## config.mk

```make
export PLATFORM = sky130hd
export DESIGN_NAME = dmem_arbiter
export DESIGN_NICKNAME = d
export VERILOG_FILES = /design/src/rtl/dmem_arbiter.sv
export SDC_FILE = /design/constraint.sdc
export NUM_CORES = 1
export LEC_CHECK = 0
export ABC_AREA = 1
export ABC_CLOCK_PERIOD_IN_PS = 2800
export BUFFER_PORTS_ARGS = -buffer_cell sky130_fd_sc_hd__buf_2
export CAP_MARGIN = 20
export CORE_AREA = 2 2 110 112
export CTS_CLUSTER_DIAMETER = 60
export CTS_CLUSTER_SIZE = 25
export DETAILED_ROUTE_END_ITERATION = 7
export DIE_AREA = 0 0 112 114
export GPL_TIMING_DRIVEN = 0
export HOLD_SLACK_MARGIN = 0.08
export PLACE_DENSITY = 0.58
export SETUP_SLACK_MARGIN = 0.02
export SLEW_MARGIN = 20
export SYNTH_ARGS = -nofsm -noshare
export SYNTH_HDL_FRONTEND = slang
export SYNTH_SLANG_ARGS = --single-unit
```

## constraint.sdc

```tcl
create_clock -name clk_sys -period 2.8 [get_ports clk_sys]
set_input_delay 0.14 -clock clk_sys [delete_from_list [all_inputs] [get_ports clk_sys]]
set_output_delay 0.14 -clock clk_sys [all_outputs]
set_load 0.02 [all_outputs]
```

## src/rtl/dmem_arbiter.sv

```systemverilog
// dmem_arbiter
// Shares the single data-RAM port between the core load/store path and a
// debug/host port. The core normally wins. A starvation counter forces a
// debug slot after STARVE_LIMIT denied cycles. A halt mode gives debug
// exclusive use of the RAM while the core is held stalled.
//
// Ports
//   clk_sys, rst         : clock, synchronous active-high reset
//   i_core_*             : core request (wen/ren/addr/wdata)
//   o_core_rdata/stall   : read data to core, core-not-taken indication
//   i_dbg_req/we/addr/wdata : debug request, held until o_dbg_gnt
//   o_dbg_gnt            : debug access issued this cycle
//   o_dbg_rvalid/rdata   : debug read return, one cycle after a read grant
//   i_dbg_halt, o_halted : exclusive debug ownership request / status
//   o_mem_*, i_mem_rdata : RAM port (synchronous read, one-cycle latency)
module dmem_arbiter #(
  parameter int DATA_W       = 32,
  parameter int ADDR_W       = 13,
  parameter int STARVE_LIMIT = 8,
  parameter int CNT_W        = 4
) (
  input  logic              clk_sys,
  input  logic              rst,
  input  logic              i_core_wen,
  input  logic              i_core_ren,
  input  logic [31:0]       i_core_addr,
  input  logic [DATA_W-1:0] i_core_wdata,
  output logic [DATA_W-1:0] o_core_rdata,
  output logic              o_core_stall,
  input  logic              i_dbg_req,
  input  logic              i_dbg_we,
  input  logic [31:0]       i_dbg_addr,
  input  logic [DATA_W-1:0] i_dbg_wdata,
  output logic              o_dbg_gnt,
  output logic              o_dbg_rvalid,
  output logic [DATA_W-1:0] o_dbg_rdata,
  input  logic              i_dbg_halt,
  output logic              o_halted,
  output logic              o_mem_wen,
  output logic [ADDR_W-1:0] o_mem_addr,
  output logic [DATA_W-1:0] o_mem_wdata,
  input  logic [DATA_W-1:0] i_mem_rdata
);

  typedef enum logic [1:0] {RUN, FORCE, HALT} state_e;
  typedef enum logic [1:0] {OWN_NONE, OWN_CORE, OWN_DBG} owner_e;

  localparam logic [CNT_W-1:0] LIMIT = CNT_W'(STARVE_LIMIT);

  state_e           state_q, state_d;
  owner_e           rdOwner_q, rdOwner_d;
  logic [CNT_W-1:0] scnt_q, scnt_d;
  logic             halted_q;

  logic coreReq;
  logic coreGnt;
  logic dbgGnt;
  logic coreStall;
  logic unusedAddrBits;

  assign coreReq = i_core_wen | i_core_ren;

  // Only the low ADDR_W address bits reach the RAM.
  assign unusedAddrBits = ^{i_core_addr[31:ADDR_W], i_dbg_addr[31:ADDR_W]};

  // Grant decision. Nothing is granted while reset is held so the RAM
  // cannot be written and outputs sit at their idle values. In FORCE a
  // dropped debug request leaves the slot to the core.
  always_comb begin
    coreGnt   = 1'b0;
    dbgGnt    = 1'b0;
    coreStall = 1'b0;
    if (!rst) begin
      case (state_q)
        RUN: begin
          coreGnt = coreReq;
          dbgGnt  = !coreReq && i_dbg_req;
        end
        FORCE: begin
          dbgGnt    = i_dbg_req;
          coreStall = coreReq && i_dbg_req;
          coreGnt   = coreReq && !i_dbg_req;
        end
        HALT: begin
          dbgGnt    = i_dbg_req;
          coreStall = coreReq;
        end
        default: begin
          coreGnt = 1'b0;
        end
      endcase
    end
  end

  // Next state and starvation count. The counter only runs in RUN; a
  // pending forced slot takes priority over halt entry so FORCE always
  // completes before HALT.
  always_comb begin
    state_d = state_q;
    scnt_d  = '0;
    case (state_q)
      RUN: begin
        if (i_dbg_req && !dbgGnt) begin
          scnt_d = (scnt_q == LIMIT) ? LIMIT : scnt_q + 1'b1;
        end
        if (scnt_d == LIMIT) begin
          state_d = FORCE;
        end else if (i_dbg_halt) begin
          state_d = HALT;
        end
      end
      FORCE:   state_d = i_dbg_halt ? HALT : RUN;
      HALT:    state_d = i_dbg_halt ? HALT : RUN;
      default: state_d = RUN;
    endcase
  end

  // Remember who issued a read so the return can be flagged next cycle.
  // A core access with both enables set is a write and returns nothing.
  always_comb begin
    rdOwner_d = OWN_NONE;
    if (dbgGnt && !i_dbg_we) begin
      rdOwner_d = OWN_DBG;
    end else if (coreGnt && !i_core_wen) begin
      rdOwner_d = OWN_CORE;
    end
  end

  // RAM port mux. Write data is only driven for writes; an idle port
  // presents all zeros.
  always_comb begin
    o_mem_wen   = 1'b0;
    o_mem_addr  = '0;
    o_mem_wdata = '0;
    if (dbgGnt) begin
      o_mem_wen  = i_dbg_we;
      o_mem_addr = i_dbg_addr[ADDR_W-1:0];
      if (i_dbg_we) begin
        o_mem_wdata = i_dbg_wdata;
      end
    end else if (coreGnt) begin
      o_mem_wen  = i_core_wen;
      o_mem_addr = i_core_addr[ADDR_W-1:0];
      if (i_core_wen) begin
        o_mem_wdata = i_core_wdata;
      end
    end
  end

  // State registers; o_halted is registered from the next state so it
  // rises one cycle after i_dbg_halt.
  always_ff @(posedge clk_sys) begin
    if (rst) begin
      state_q   <= RUN;
      scnt_q    <= '0;
      rdOwner_q <= OWN_NONE;
      halted_q  <= 1'b0;
    end else begin
      state_q   <= state_d;
      scnt_q    <= scnt_d;
      rdOwner_q <= rdOwner_d;
      halted_q  <= (state_d == HALT);
    end
  end

  // Registered status is masked during reset so a read return in flight
  // when reset arrives is dropped immediately.
  assign o_dbg_rvalid = (rdOwner_q == OWN_DBG) && !rst;
  assign o_halted     = halted_q && !rst;
  assign o_dbg_gnt    = dbgGnt;
  assign o_core_stall = coreStall;
  assign o_core_rdata = i_mem_rdata;
  assign o_dbg_rdata  = i_mem_rdata;

endmodule

```

==> reports/qor.log <==
[status] result of the run complete, no violations
[worst_setup_path] timing endpoint of the critical path o_mem_wdata[17]
[global_routing] overall overflow remaining after global route 0
[clock_tree] clock tree root driver cell clkbuf_16
[power] pwr dens 268 nW/µm²
[placement] placed instance area 3230 µm²
[power] power after layout 885 µW
[clock_tree] # hold bufs at CTS 0
[sta] minimum clock period after layout 2180 ps
[floorplanning] Die Y-Extent 114 µm
[sta] count of final setup violators 0
[worst_setup_path] nature of the critical path endpoint output pin
[worst_setup_path] beginning of the worst register-to-register path state_q[0]
[clock_tree] post-cts gate resize count 0
[logic_synthesis] Synth Flop Type dfxtp_1
[logic_synthesis] Post-synth EDFFs 0
[global_routing] Global Route Usage Sum 9.19%
[worst_setup_path] data arrival at the endpoint of the critical path 2040 ps
[sta] final setup TNS 0 ps
[worst_setup_path] reg-to-reg slack, setup 1190 ps
[layout] final non-filler cell area 3300 µm²
[placement] half-perimeter wire length after detailed placement 5910 µm
[detailed_routing] post-DR wirelength/cell 10.3 µm
[sta] Max Clock Freq 460 MHz
[logic_synthesis] synthesized area 2000 µm²
[hold_path] class of the worst hold path input pin to flop
[clock_tree] clock-pin slew of the registers on the worst-case setup and hold paths 40 ps
[worst_setup_path] Crit Path Category flop to output pin
[logic_synthesis] net count after synthesis 464
[floorplanning] floorplan core area 11700 µm²
[detailed_routing] total routed wirelength 6690 µm
[logic_synthesis] top area cells in the synthesized netlist buf_4 (24%), o21ai_2 (13%), nand3_2 (11%), dfxtp_1 (9.0%), inv_1 (8.8%)
[layout] most common cell after layout, fill and taps aside buf_2
[layout] fraction of final layout cells sized beyond drive strength 1 70.0%
[worst_setup_path] worst path required time 2660 ps
[floorplanning] full die area 12800 µm²
[detailed_routing] Vias 2385
[clock_tree] clock tree from TritonCTS yes
[clock_tree] Num Clock Sinks 9
[power] worst supply voltage drop on vdd 0.252 mV
[sta] total count of max-transition violations in the final report 0
[logic_synthesis] post-synthesis sequential area ratio 9.03%
[layout] layout-stage area growth over the synthesis result 65.6%
[layout] most used cells in the layout excluding fill and tap cells buf_2 (214), buf_4 (65), inv_1 (47)
[floorplanning] row count 40
[logic_synthesis] number of flip-flops and latches in the synthesized netlist 9
[sta] relative slew slack 72.3%
[layout] net total in the final layout 678
[logic_synthesis] Post-Syn Instances 291
[worst_setup_path] kind of start point of the critical path flop
[detailed_routing] average vias per placed instance 3.66
[worst_setup_path] Setup crit start state_q[0]
[clock_tree] clock latency of the later-clocked register in the worst-skew pair 230 ps
[job] maximum capacitance violations 0
[logic_synthesis] Synth area leader buf_4
[sta] worst clock skew 0.818 ps
[worst_setup_path] critical-path maximum fanout 10
[detailed_routing] antenna-violating nets left 0
[global_routing] vias in the first global route 2036
[clock_tree] Inserted Clock Buffers 3
[placement] number of port buffers 209
[floorplanning] effective utilization at floorplan 17.0%
[sta] Worst Max-Slew Pin Slew 415 ps
[global_routing] global-route wire length before repair 9850 µm
[worst_setup_path] worst reg2reg path depth 8
[layout] # diodes 0
[detailed_routing] post-detailed-route DRC marker count 0
[layout] number of filler instances in the final layout 1329
[logic_synthesis] fraction of post-synthesis cell area in the top cell type by area 24.5%
[detailed_routing] first-pass iteration count of the detailed router 4
[logic_synthesis] Post-Synthesis Mean Instance Area 6.86 µm²
[logic_synthesis] number of distinct library cell variants in the gate-level netlist after synthesis 29
[detailed_routing] DRT iter0 DRCs 63
[floorplanning] Boundary Pins 281
[logic_synthesis] number of warning messages in the yosys log 0
[clock_tree] Setup Fix Bufs, Post-CTS 0
[clock_tree] buffer depth of the longest clock path 2
[clock_tree] H-tree level count 1
[sta] unrepaired setup endpoints after global routing no
[sta] count of endpoints failing hold in the final timing report 0
[logic_synthesis] fraction of registers with async set/reset 0%
[global_routing] largest net degree at the start of global routing 11
[worst_setup_path] capture point of the worst reg-to-reg path state_q[0]
[global_routing] number of antenna violations at the first check in global routing 0
[floorplanning] horizontal die dimension 112 µm
[sta] final worst path period share 77.7%
[power] leakage dissipation 2.00 nW
[placement] routability congestion estimate 0.735
worst min path at each step:
| stage | start | end | depth (start not counted) |
|---|---|---|---|
| after floorplan | i_core_wen | rdOwner_q[0] | 1 |
| after global placement | i_core_wen | rdOwner_q[0] | 2 |
| after detailed placement | i_core_wen | rdOwner_q[0] | 2 |
| after CTS | i_core_wen | rdOwner_q[0] | 2 |
| after global routing | i_core_wen | rdOwner_q[0] | 2 |
| final | i_core_wen | rdOwner_q[0] | 2 |
critical path: stages (launching register included):
cell and delay, ps:
dfxtp_1 370, inv_1 80, ha_1 310, inv_1 90
nand2_2 80, nand2_4 120, nand3_2 210, buf_6 230
o21ai_2 120, buf_2 180
per-stage QoR:
step                      std cells  util, %  hold WS (ps)  setup WS (ps)
after floorplan                 291        -           219           1040
after global placement          647     27.5           423            781
after detailed placement        647     27.5           410            808
after CTS                       651     28.2           166            545
after global routing            651     28.2           179            419
final                           651     28.2           174            624
synthesized netlist by cell type, types with 2 or more instances:
cell type / number
buf_4: 65
inv_1: 47
nand2_1: 40
o21ai_2: 29
nand3_1: 28
nand3_2: 21
dfxtp_1: 9
nor2_1: 8
buf_6: 6
ha_1: 6
buf_2: 5
a21oi_1: 3
nand2_2: 3
nor2_4: 3
o21ai_0: 3
nor4_1: 2
registers in the layout, summed over array words and instances, names as in the netlist:
name       cells
halted_q       1
rdOwner_q      2
scnt_q         4
state_q        2
power by group:
part	internal [mW]	switching, mW	leakage, nW	total, mW
clock network	0.190	0.0592	0.0382	0.249
logic	0.217	0.282	1.89	0.498
registers	0.135	0.00261	0.0735	0.137
routing by layer:
metal	routed length, µm	GRT usage [%]	part of all wire (%)
met1	2780	11.9	42
met2	3390	16.5	51
met5	0	0	0
met4	11	0.894	0.16
met3	499	1.81	7.5
logic make-up (layout without fill, tap and decap cells):
logic type	count (synthesis)	count (layout)	share of synthesized area [%]
buffers and inverters	127	340	39.4
and+or+nand+nor	111	111	32.1
AOI/OAI and AO/OA	37	37	15.3
DFF	9	9	9.03
adders and majority gates	6	6	3.76
xor gates and xnor gates	1	1	0.439
layout make-up:
cell class	instances	area, µm²	share of cell area [%]
plain buffers	78	599	18.1
clock buffers	4	78.8	2.39
inverters	49	186	5.64
multi-input cells	155	1030	31.2
flip-flops and latches	9	180	5.45
well taps	147	184	5.57
repair buffers	209	1050	31.7
Power figures use the tool's default switching activity.
